File: config.mk
export PLATFORM = sky130hd
export DESIGN_NAME = uart_rx_flat
export DESIGN_NICKNAME = d
export VERILOG_FILES = /design/src/rtl/uart_pkg.sv /design/src/rtl/uart_rx_if.sv /design/src/rtl/uart_rx_sync.sv /design/src/rtl/uart_rx.sv /design/src/flat_wrapper.sv
export SDC_FILE = /design/constraint.sdc
export NUM_CORES = 1
export LEC_CHECK = 0
export BUFFER_PORTS_ARGS = -buffer_cell sky130_fd_sc_hd__buf_2
export CORE_AREA = 4 4 56 96
export DETAILED_ROUTE_END_ITERATION = 6
export DIE_AREA = 0 0 60 100
export PLACE_DENSITY = 0.46
export SLEW_MARGIN = 10
export SYNTH_ARGS = -nofsm -noshare
export SYNTH_HDL_FRONTEND = slang
export SYNTH_SLANG_ARGS = --single-unit
File: constraint.sdc
create_clock -name baud_clk -period 1.7 [get_ports baud_clk]
set_input_delay 0.085 -clock baud_clk [delete_from_list [all_inputs] [get_ports baud_clk]]
set_output_delay 0.085 -clock baud_clk [all_outputs]
set_load 0.005 [all_outputs]
File: src/rtl/uart_pkg.sv
// ============================================================================
// Module   : uart_pkg
// Brief    : Shared types and defaults for the UART receive path.
// Revision : 1.0 - initial release
// ============================================================================
`default_nettype none

package uart_pkg;

  localparam int OVERSAMPLE_DEF  = 16;
  localparam int SYNC_STAGES_DEF = 2;
  localparam int DATA_BITS       = 8;

  typedef enum logic [2:0] {
    IDLE    = 3'd0,
    START   = 3'd1,
    DATA    = 3'd2,
    PARITY  = 3'd3,
    STOP    = 3'd4,
    WAIT_HI = 3'd5
  } rx_state_e;

  // Value the parity bit must carry for the whole frame to have even parity.
  function automatic logic even_parity(input logic [DATA_BITS-1:0] d);
    return ^d;
  endfunction

endpackage

`default_nettype wire

File: src/rtl/uart_rx_if.sv
// ============================================================================
// Module   : uart_rx_if
// Brief    : Serial line plus valid/ack byte handshake of the UART receiver.
// Revision : 1.0 - initial release
// ============================================================================
`default_nettype none

interface uart_rx_if;
  import uart_pkg::*;

  logic                 rxd;
  logic                 ack;
  logic [DATA_BITS-1:0] dout;
  logic                 valid;
  logic                 frame_err;
  logic                 parity_err;
  logic                 overrun;
  logic                 busy;

  modport master (
    output rxd, ack,
    input  dout, valid, frame_err, parity_err, overrun, busy
  );

  modport slave (
    input  rxd, ack,
    output dout, valid, frame_err, parity_err, overrun, busy
  );

endinterface

`default_nettype wire

File: src/rtl/uart_rx_sync.sv
// ============================================================================
// Module   : uart_rx_sync
// Brief    : Flop chain bringing the asynchronous rxd line into baud_clk;
//            resets to the idle (high) line level.
// Revision : 1.0 - initial release
// ============================================================================
`default_nettype none

module uart_rx_sync #(
  parameter int SYNC_STAGES = 2
) (
  input  logic baud_clk,
  input  logic rst,
  input  logic rxd,
  output logic rxs
);

  logic [SYNC_STAGES-1:0] sync_q;
  logic [SYNC_STAGES-1:0] sync_d;

  if (SYNC_STAGES > 1) begin : g_chain
    always_comb sync_d = {sync_q[SYNC_STAGES-2:0], rxd};
  end else begin : g_single
    always_comb sync_d = rxd;
  end

  always_ff @(posedge baud_clk or posedge rst) begin
    if (rst) sync_q <= '1;
    else     sync_q <= sync_d;
  end

  assign rxs = sync_q[SYNC_STAGES-1];

endmodule

`default_nettype wire

File: src/rtl/uart_rx.sv
// ============================================================================
// Module   : uart_rx
// Brief    : Oversampling 8N1 UART receiver with valid/ack holding register.
//            Define UART_RX_PARITY_EN for 8E1 frames with a live parity_err.
// Revision : 1.0 - initial release
// ============================================================================
`default_nettype none

module uart_rx
  import uart_pkg::*;
#(
  parameter int OVERSAMPLE  = OVERSAMPLE_DEF,
  parameter int SYNC_STAGES = SYNC_STAGES_DEF
) (
  input logic     baud_clk,
  input logic     rst,
  uart_rx_if.slave bus
);

  localparam int            TW       = $clog2(OVERSAMPLE);
  localparam logic [TW-1:0] TICK_MID = TW'(OVERSAMPLE / 2 - 1);
  localparam logic [TW-1:0] TICK_END = TW'(OVERSAMPLE - 1);
  localparam logic [2:0]    LAST_BIT = 3'(DATA_BITS - 1);

  logic rxs;

  uart_rx_sync #(
    .SYNC_STAGES(SYNC_STAGES)
  ) u_sync (
    .baud_clk(baud_clk),
    .rst     (rst),
    .rxd     (bus.rxd),
    .rxs     (rxs)
  );

  rx_state_e            state_q, state_d;
  logic [TW-1:0]        tick_q, tick_d;
  logic [2:0]           bit_q, bit_d;
  logic [DATA_BITS-1:0] shreg_q, shreg_d;
  logic [DATA_BITS-1:0] dout_q, dout_d;
  logic                 valid_q, valid_d;
  logic                 ferr_q, ferr_d;
  logic                 perr_q, perr_d;
  logic                 overrun_q, overrun_d;
  logic                 busy_q, busy_d;
  logic                 par_load;

  wire tick_mid = (tick_q == TICK_MID);
  wire tick_end = (tick_q == TICK_END);
  wire deliver  = (state_q == STOP) && tick_end;

`ifdef UART_RX_PARITY_EN
  logic par_q, par_d;

  always_ff @(posedge baud_clk or posedge rst) begin
    if (rst) par_q <= 1'b0;
    else     par_q <= par_d;
  end

  always_comb begin
    par_d = par_q;
    if (state_q == PARITY && tick_end) par_d = rxs ^ even_parity(shreg_q);
  end

  assign par_load = par_q;
`else
  assign par_load = 1'b0;
`endif

  always_ff @(posedge baud_clk or posedge rst) begin
    if (rst) begin
      state_q   <= IDLE;
      tick_q    <= '0;
      bit_q     <= '0;
      shreg_q   <= '0;
      dout_q    <= '0;
      valid_q   <= 1'b0;
      ferr_q    <= 1'b0;
      perr_q    <= 1'b0;
      overrun_q <= 1'b0;
      busy_q    <= 1'b0;
    end else begin
      state_q   <= state_d;
      tick_q    <= tick_d;
      bit_q     <= bit_d;
      shreg_q   <= shreg_d;
      dout_q    <= dout_d;
      valid_q   <= valid_d;
      ferr_q    <= ferr_d;
      perr_q    <= perr_d;
      overrun_q <= overrun_d;
      busy_q    <= busy_d;
    end
  end

  always_comb begin
    state_d = state_q;
    case (state_q)
      IDLE:    if (!rxs) state_d = START;
      START:   if (tick_mid) state_d = rxs ? IDLE : DATA;
      DATA: begin
        if (tick_end && bit_q == LAST_BIT) begin
`ifdef UART_RX_PARITY_EN
          state_d = PARITY;
`else
          state_d = STOP;
`endif
        end
      end
`ifdef UART_RX_PARITY_EN
      PARITY:  if (tick_end) state_d = STOP;
`endif
      // A low stop sample may be a break; hold off until the line recovers.
      STOP:    if (tick_end) state_d = rxs ? IDLE : WAIT_HI;
      WAIT_HI: if (rxs) state_d = IDLE;
      default: state_d = IDLE;
    endcase
  end

  always_comb begin
    tick_d    = tick_q + 1'b1;
    bit_d     = bit_q;
    shreg_d   = shreg_q;
    dout_d    = dout_q;
    valid_d   = valid_q;
    ferr_d    = ferr_q;
    perr_d    = perr_q;
    overrun_d = overrun_q;
    busy_d    = (state_d != IDLE);

    case (state_q)
      IDLE: if (!rxs) tick_d = '0;
      START: begin
        if (tick_mid && !rxs) begin
          tick_d = '0;
          bit_d  = '0;
        end
      end
      DATA: begin
        if (tick_end) begin
          shreg_d = {rxs, shreg_q[DATA_BITS-1:1]};
          bit_d   = bit_q + 1'b1;
        end
      end
      default: ;
    endcase

    // An ack on the delivery edge frees the register for the new byte.
    if (deliver) begin
      if (!valid_q || bus.ack) begin
        dout_d  = shreg_q;
        ferr_d  = ~rxs;
        perr_d  = par_load;
        valid_d = 1'b1;
        if (bus.ack) overrun_d = 1'b0;
      end else begin
        overrun_d = 1'b1;
      end
    end else if (bus.ack && valid_q) begin
      valid_d   = 1'b0;
      overrun_d = 1'b0;
    end
  end

  assign bus.dout       = dout_q;
  assign bus.valid      = valid_q;
  assign bus.frame_err  = ferr_q;
  assign bus.parity_err = perr_q;
  assign bus.overrun    = overrun_q;
  assign bus.busy       = busy_q;

endmodule

`default_nettype wire

File: src/flat_wrapper.sv
// flat-port wrapper written by rule: the top's interface ports become plain ports
module uart_rx_flat import uart_pkg::*;
#(
  parameter int OVERSAMPLE  = OVERSAMPLE_DEF,
  parameter int SYNC_STAGES = SYNC_STAGES_DEF
)
  (baud_clk, rst, bus_rxd, bus_ack, bus_dout, bus_valid, bus_frame_err, bus_parity_err, bus_overrun, bus_busy);
  uart_rx_if bus_i ();
  input logic baud_clk;
  input logic rst;
  input wire logic [$bits(bus_i.rxd)-1:0] bus_rxd;
  input wire logic [$bits(bus_i.ack)-1:0] bus_ack;
  output wire logic [$bits(bus_i.dout)-1:0] bus_dout;
  output wire logic [$bits(bus_i.valid)-1:0] bus_valid;
  output wire logic [$bits(bus_i.frame_err)-1:0] bus_frame_err;
  output wire logic [$bits(bus_i.parity_err)-1:0] bus_parity_err;
  output wire logic [$bits(bus_i.overrun)-1:0] bus_overrun;
  output wire logic [$bits(bus_i.busy)-1:0] bus_busy;
  assign bus_i.rxd = bus_rxd;
  assign bus_i.ack = bus_ack;
  assign bus_dout = bus_i.dout;
  assign bus_valid = bus_i.valid;
  assign bus_frame_err = bus_i.frame_err;
  assign bus_parity_err = bus_i.parity_err;
  assign bus_overrun = bus_i.overrun;
  assign bus_busy = bus_i.busy;
  uart_rx #(.OVERSAMPLE(OVERSAMPLE), .SYNC_STAGES(SYNC_STAGES)) u_core (.baud_clk(baud_clk), .rst(rst), .bus(bus_i));
endmodule
==> flow_summary.json, run 1 <==
{
  "run_status": "finished, final reports clean",
  "cts_max_level": 2,
  "firstDrtPassIters": 4,
  "synth_edf_count": 0,
  "drt-wirelength-per-cell_um": 13.26,
  "rows": 33,
  "ys_seq_area_share_pct": 59.55,
  "synth_cell_types": 33,
  "final_nets": 139,
  "final_layout_size_suffix_gt1_share_pct": 42.11,
  "start_util_pct": 29.17,
  "setup_tns_ns": 0,
  "crit_path_cell_trace": "ha_4 -> and3_4 -> and2_4 -> a22o_1 -> or3_1",
  "dieArea_um2": 6000,
  "routed_wl_um": 2454,
  "antenna_cells": 0,
  "numPortBuffers": 15,
  "grt_pass1_wl_um": 4029,
  "dpl_worst_slack_ns": 0.02670,
  "synth_top_cell_by_area": "dfrtp_1",
  "dr.first_iter.drc_count": 6,
  "root_buffer": "clkbuf_8",
  "fin_skew_ns": 0.006514,
  "power_density_nw_per_um2": 1164,
  "grt.total_usage_pct": 9.252,
  "core_area_um2": 4624,
  "antenna_found_initial": 0,
  "design.portCount": 17,
  "yosysWarnings": 0,
  "synth_area_leaders": "dfrtp_1 56%, mux2_2 13%, dfstp_2 3.9%, ha_1 2.8%, o21ai_0 2.6%",
  "finalMaxSlewViolations": 0,
  "dieHeight_um": 100,
  "async_flop_share_pct": 100.0,
  "synth_nets": 108,
  "cts_tree": "done",
  "postSynthAreaPerCell_um2": 13.35,
  "vdd_drop_max_v": 0.0007529,
  "max_stage_delay_ns": 0.42,
  "die_x_um": 60,
  "cts.sinks": 32,
  "vias": 865,
  "netlist_area_um2": 1349,
  "clock_latency_ns": 0.28,
  "cp_top_family": "simple AND/OR/NAND/NOR gates",
  "grt_setup_unrepaired": "no",
  "p_total_w": 0.001984,
  "gp_congestion": 0.7569,
  "timing.reg2reg.setup_slack_ns": 0.09,
  "p_leak_nw": 0.8297,
  "path_max_fanout": 5,
  "syn_inst": 101,
  "hold_violations": 0,
  "fmax_ghz": 0.6209,
  "synth_top_area_share_pct": 55.66,
  "hp-class": "flip-flop to flip-flop",
  "drv_cap": 0,
  "clock_path_buffers": 2,
  "grt_max_degree": 33,
  "grt_pass1_vias": 877,
  "fin_crit_sh_pct": 94.73,
  "fin_crit_ns": 1.610,
  "path_buf_inv": 0,
  "numCtsBuffers": 5,
  "finalSetupViolCount": 0,
  "layout_commonest_cell": "dfrtp_1",
  "gr-total-overflow": 0,
  "critical_path_arrival_ns": 1.77,
  "syn_to_final_growth_pct": 26.34,
  "path_clk_slew_ns": 0.07,
  "setup_slack_ns": 0.08953,
  "drc": 0,
  "postRouteAntennaNets": 0,
  "cp-start-kind": "flip-flop",
  "criticalPathCategory": "flip-flop to flip-flop",
  "cp_slowest_cell": "dfrtp_1",
  "critPathCaptureType": "flip-flop",
  "synth_top_flop_cell": "dfrtp_1",
  "required_ns": 1.86,
  "utilization_pct": 36.85,
  "avgViaCountPerCell": 4.676,
  "fin_hold_ws_ns": 0.3566,
  "synth-seq-cells": 32,
  "dpl.hpwl_um": 1710,
  "final_cell_mix": "30 x dfrtp_1, 16 x mux2_2, 15 x buf_2"
}
-- area by class of cell --
type / instances / area (um^2)
Clock buffer: 5 / 68.82
Tap cell: 52 / 65.06
Multi-Input combinational cell: 65 / 539.3
Fill cell: 467 / 2920
Clock inverter: 3 / 42.54
Timing Repair Buffer: 26 / 177.7
Inverter: 2 / 7.507
Sequential cell: 32 / 803.3
-- worst register-to-register path: cells and delay by family, from the launching register on --
family                   cells  cell delay (ns)
AO/OA/AOI/OAI                1             0.21
adder cells (fa/ha/maj)      1             0.20
flip-flops                   1             0.42
AND/OR/NAND/NOR              3             0.66
-- metrics by stage --
stage | area [um^2] | cells
3_5_place_dp | 1538 | 173
5_1_grt | 1704 | 185
4_1_cts | 1679 | 184
2_1_floorplan | 1351 | 101
6_report | 1704 | 185
3_3_place_gp | 1538 | 173
-- synth_stat cells, drive strengths merged (2+ instances only) --
library cell,n
dfrtp,30
mux2,16
o21ai,7
nand2,5
nand2b,4
ha,3
nor2,3
a21oi,2
buf,2
dfstp,2
inv,2
nand3,2
nor2b,2
nor3b,2
nor4b,2
o31ai,2
-- sequential cells by signal (all words and copies together), names as in the netlist --
| register | cells |
|---|---|
| u_core.bus.dout | 8 |
| u_core.bus.busy | 1 |
| u_core.bus.frame_err | 1 |
| u_core.tick_q | 4 |
| u_core.bus.overrun | 1 |
| u_core.shreg_q | 8 |
| u_core.bit_q | 3 |
| u_core.u_sync.sync_q | 2 |
| u_core.state_q | 3 |
| u_core.bus.valid | 1 |
-- per-layer routing --
layer	GRT usage [%]	wire length (um)	vias to the layer above	part of all wire, %
li1	-	-	422	-
met1	9.567	949	424	39
met2	15.50	1355	13	55
met3	3.861	94	6	3.8
met4	4.608	55	0	2.2
met5	0	0	-	0
-- cells by family after synthesis --
kind of cell    share of synthesized area, %
compound gates                         7.143
simple gates                           12.89
buf+inv                                1.948
fa+ha+maj                              2.783
flops                                  59.55
mux                                    14.10
other cells                           0.2780
xor+xnor                               1.299
-- worst paths after layout --
check                                   startpoint                 endpoint  cells after the start
min in group asynchronous                      rst        u_core.shreg_q[3]                      4
max in group asynchronous                      rst  u_core.u_sync.sync_q[1]                      4
min                        u_core.u_sync.sync_q[0]  u_core.u_sync.sync_q[1]                      0
max                               u_core.tick_q[0]          u_core.bus.busy                      5
max reg2reg                       u_core.tick_q[0]          u_core.bus.busy                      5
min reg2reg                u_core.u_sync.sync_q[0]  u_core.u_sync.sync_q[1]                      0
-- power breakdown --
part | switching (W) | internal (W) | total (W) | leakage [nW]
clock | 0.000288 | 0.000433 | 0.000722 | 0.0541
combinational | 0.000162 | 0.000186 | 0.000348 | 0.357
sequential | 0.0000803 | 0.000834 | 0.000915 | 0.419
total | 0.000530 | 0.00145 | 0.00198 | 0.830
-- repair_timing --
item / 4_1_cts / 5_1_grt
setup buffers: 0 / 1
setup endpoints to repair: 0 / 7
resized for setup: 0 / 3
hold buffers: 3 / 0
hold endpoints to repair: 32 / 0
(Power assumes the default switching activity.)
==> run 2: changes to the inputs <==
- CORE_AREA: 4 4 56 96 -> 4 4 73 75
- DIE_AREA: 0 0 60 100 -> 0 0 77 79
==> run 2 against run 1 <==
Effect of this change:
- global-route usage decreased by 0.19 points
- sequential cell count unchanged
- largest power group unchanged
- cell count grew 0.54%
- clock power shrank 1%
==> flow_summary.json, run 2 (synthesized netlist as in run 1, its figures left out) <==
{
  "vdd_drop_max_v": 0.0004243,
  "power_density_nw_per_um2": 1158,
  "dpl.hpwl_um": 1633,
  "hp-start": "bus_ack",
  "swShare_pct": 26.13,
  "design.portCount": 17,
  "final_layout_size_suffix_gt1_share_pct": 42.42,
  "fin_crit_ns": 1.617,
  "p_sw_w": 0.0005078,
  "fillCellCount": 474,
  "grt_max_degree": 33,
  "dieHeight_um": 79,
  "cp_top_family": "simple AND/OR/NAND/NOR gates",
  "cts.sinks": 32,
  "syn_to_final_growth_pct": 24.40,
  "cts_tree": "done",
  "multiInputGateArea_um2": 533.0,
  "worstReg2RegEnd": "u_core.bus.busy",
  "setup_tns_ns": 0,
  "path_buf_inv": 0,
  "reg2reg_from": "u_core.tick_q[0]",
  "antenna_cells": 0,
  "required_ns": 1.86,
  "critical_path_arrival_ns": 1.77,
  "grt_pass1_vias": 900,
  "die_x_um": 77,
  "firstDrtPassIters": 4,
  "vias": 890,
  "fin_skew_ns": 0.004432,
  "numPortBuffers": 15,
  "postRouteAntennaNets": 0,
  "cp-start-kind": "flip-flop",
  "clock_path_buffers": 2,
  "hold-path-endpoint": "u_core.bus.overrun",
  "clock_latency_ns": 0.28,
  "clkPwrFrac_pct": 36.6,
  "fin_hold_ws_ns": 0.01337,
  "hold_violations": 0,
  "dr.first_iter.drc_count": 30,
  "numCtsBuffers": 5,
  "grt_pass1_wl_um": 4271,
  "hold_depth": 2,
  "antenna_found_initial": 0,
  "drv_cap": 0,
  "root_buffer": "clkbuf_8",
  "regArea_um2": 803.3,
  "finalSetupViolCount": 0,
  "routed_wl_um": 2435,
  "final_cell_mix": "30 x dfrtp_1, 16 x mux2_2, 15 x buf_2",
  "p_leak_nw": 0.8189,
  "start_util_pct": 28.94,
  "layout_commonest_cell": "dfrtp_1",
  "run_status": "finished, final reports clean",
  "cp_slowest_cell": "dfrtp_1",
  "criticalPathCategory": "flip-flop to flip-flop",
  "finalMaxSlewViolations": 0,
  "crit_path_cell_trace": "ha_2 -> and3_4 -> and2_1 -> a22o_1 -> or3_1",
  "path_clk_slew_ns": 0.06,
  "gp_congestion": 0.7395,
  "combPwrFrac_pct": 16.8,
  "grt_setup_unrepaired": "no",
  "p_int_w": 0.001436,
  "dp.cells": 176,
  "path_max_fanout": 5,
  "rows": 25,
  "p_total_w": 0.001943,
  "grt.total_usage_pct": 9.058,
  "dieArea_um2": 6083,
  "avgViaCountPerCell": 4.785,
  "gr-total-overflow": 0,
  "instances_no_fill": 186,
  "worstRegToRegCells": 5,
  "timing.reg2reg.setup_slack_ns": 0.08,
  "max_stage_delay_ns": 0.40,
  "utilization_pct": 36.00,
  "core_area_um2": 4661,
  "drt-wirelength-per-cell_um": 13.09,
  "critPathCaptureType": "flip-flop",
  "final_nets": 138,
  "seq_power_share_pct": 46.6,
  "drc": 0,
  "fin_crit_sh_pct": 95.14,
  "cts_max_level": 2,
  "cts_setup_buffers": 0,
  "fmax_ghz": 0.6183,
  "hp-class": "input port to flip-flop"
}
-- run 2: cell types whose count changed in the layout (fill, tap and decap cells not counted), sizes merged --
cell	change
dlygate4sd3	-1
-- run 2: how the worst max path moves through the flow --
stage,from,end,cells past startpoint
2_1_floorplan,u_core.tick_q[0],u_core.bus.busy,6
3_3_place_gp,u_core.tick_q[0],u_core.bus.busy,5
3_5_place_dp,u_core.tick_q[0],u_core.bus.busy,5
4_1_cts,u_core.tick_q[0],u_core.bus.busy,5
5_1_grt,u_core.tick_q[0],u_core.bus.busy,5
6_report,u_core.tick_q[0],u_core.bus.busy,5
-- run 2: area by class of cell --
class | instances | area share, %
inverters | 2 | 0.4474
flip-flops and latches | 32 | 47.87
well taps | 54 | 4.027
clock buffers | 5 | 4.101
multi-input cells | 65 | 31.77
repair buffers | 25 | 9.247
clock inverters | 3 | 2.535
-- run 2: power groups by stage --
| stage | sequential, W | combinational [W] | clock, W |
|---|---|---|---|
| after detailed placement | 0.000917 | 0.000317 | 0 |
| after floorplan | 0.000913 | 0.000205 | 0 |
| final | 0.000905 | 0.000326 | 0.000712 |
| after global routing | 0.000919 | 0.000375 | 0.000775 |
| after global placement | 0.000915 | 0.000315 | 0 |
| after CTS | 0.000902 | 0.000322 | 0.000742 |
-- run 2: metrics by stage --
stage | worst slack, ns | area [um^2]
finish | 0.08259 | 1678
global route | 0.01243 | 1678
CTS | 0.09672 | 1667
detailed placement | 0.1062 | 1535
global placement | 0.1333 | 1535
floorplan | 0.004610 | 1351
-- run 2: metal layers --
metal / part of all wire [%] / global-route usage [%]
met5: 0 / 0
met4: 3.2 / 6.406
met3: 4.6 / 2.608
met2: 48 / 14.37
met1: 44 / 10.55
-- run 2: repair_timing --
item	in CTS	in global routing
gates resized for setup	0	2
setup endpoints to repair	0	2
hold buffers	2	0
endpoints found under the hold margin	31	0
==> run 3: changes to the inputs <==
- RECOVER_POWER: default -> 25
==> run 3 against run 2 <==
Effect of this change:
- sequential power is essentially flat
- die area is the same
- count of clock-buffer cells in the layout is the same
- sequential share of layout area grew 0.071 points
- critical endpoint unchanged
- highest routed layer unchanged
==> flow_summary.json, run 3 (synthesized netlist as in run 1, its figures left out) <==
{
  "numCtsBuffers": 5,
  "grt_max_degree": 33,
  "cts_max_level": 2,
  "fin_skew_ns": 0.004456,
  "layout_commonest_cell": "dfrtp_1",
  "critical_path_arrival_ns": 1.77,
  "required_ns": 1.86,
  "finalMaxSlewViolations": 0,
  "max-slew-margin-rel_pct": 47.33,
  "numPortBuffers": 15,
  "final_layout_size_suffix_gt1_share_pct": 42.42,
  "clock_latency_ns": 0.28,
  "core_area_um2": 4661,
  "start_util_pct": 28.94,
  "grt_pass1_vias": 900,
  "drv_cap": 0,
  "gp_congestion": 0.7395,
  "fin_hold_ws_ns": 0.01340,
  "die_x_um": 77,
  "dpl_worst_slack_ns": 0.1062,
  "cts.sinks": 32,
  "path_clk_slew_ns": 0.06,
  "utilization_pct": 35.95,
  "final_cell_mix": "30 x dfrtp_1, 16 x mux2_2, 15 x buf_2",
  "drc": 0,
  "hold_violations": 0,
  "dieArea_um2": 6083,
  "fmax_ghz": 0.6183,
  "p_leak_nw": 0.8183,
  "hp-class": "input port to flip-flop",
  "finalSetupViolCount": 0,
  "cts_tree": "done",
  "vdd_drop_max_v": 0.0004244,
  "fillCellCount": 475,
  "fin_crit_sh_pct": 95.14,
  "rows": 25,
  "run_status": "finished, final reports clean",
  "criticalPathCategory": "flip-flop to flip-flop",
  "clock_path_buffers": 2,
  "antenna_cells": 0,
  "postRouteAntennaNets": 0,
  "grt_setup_unrepaired": "no",
  "syn_to_final_growth_pct": 24.21,
  "design.portCount": 17,
  "gr-total-overflow": 0,
  "setup_tns_ns": 0,
  "dr.first_iter.drc_count": 30,
  "cp-start-kind": "flip-flop",
  "final_nets": 138,
  "grt.total_usage_pct": 9.058,
  "tightest_slew_ns": 0.7900,
  "setup_slack_ns": 0.08256,
  "cts_setup_buffers": 0,
  "antenna_found_initial": 0,
  "vias": 888,
  "dpl.hpwl_um": 1633,
  "fin_crit_ns": 1.617,
  "avgViaCountPerCell": 4.774,
  "dieHeight_um": 79,
  "firstDrtPassIters": 4,
  "grt_pass1_wl_um": 4271,
  "path_max_fanout": 5,
  "power_density_nw_per_um2": 1159,
  "root_buffer": "clkbuf_8",
  "routed_wl_um": 2432,
  "drt-wirelength-per-cell_um": 13.08,
  "critPathCaptureType": "flip-flop",
  "timing.reg2reg.setup_slack_ns": 0.08
}
run 3: power breakdown:
part,switching [W],total [W],internal (W)
sequential,0.0000707,0.000905,0.000835
clock,0.000279,0.000712,0.000433
combinational,0.000158,0.000325,0.000167
run 3: worst paths after layout:
kind                                           end  cells past startpoint               startpoint
max                                u_core.bus.busy                      5         u_core.tick_q[0]
min                             u_core.bus.overrun                      2                  bus_ack
max reg2reg                        u_core.bus.busy                      5         u_core.tick_q[0]
min reg2reg                u_core.u_sync.sync_q[1]                      0  u_core.u_sync.sync_q[0]
max in group asynchronous        u_core.shreg_q[4]                      4                      rst
min in group asynchronous        u_core.shreg_q[0]                      4                      rst
run 3: through the flow:
step	instances	total power, W	cell area (um^2)
after floorplan	101	0.001118	1351
after global placement	176	0.001231	1535
after detailed placement	176	0.001234	1535
after CTS	186	0.001967	1667
after global routing	186	0.002068	1675
final	186	0.001942	1675
run 3: critical path: stages (launching register included):
cell and delay [ns]:
dfrtp_1 0.40, ha_2 0.18, and3_4 0.20, and2_1 0.18, a22o_1 0.24, or3_1 0.30
run 3: layer usage:
layer  vias up  wire length, um  global-route usage (%)
met1       433             1078                   10.55
met3         7              113                   2.608
met2        23             1162                   14.37
li1        425                -                       -
met5         -                0                       0
met4         0               78                   6.406
run 3: timing repair:
| item | in CTS | in global routing |
|---|---|---|
| resized for setup | 0 | 2 |
| endpoints found under the setup margin | 0 | 2 |
| hold endpoints to repair | 31 | 0 |
| hold buffers | 2 | 0 |
run 3: layout make-up:
type	count	area (um^2)	share of cell area, %
flip-flops and latches	32	803.3	47.95
multi-input cells	65	533.0	31.81
repair buffers	25	152.6	9.111
clock buffers	5	68.82	4.108
well taps	54	67.56	4.033
clock inverters	3	42.54	2.539
inverters	2	7.507	0.4481
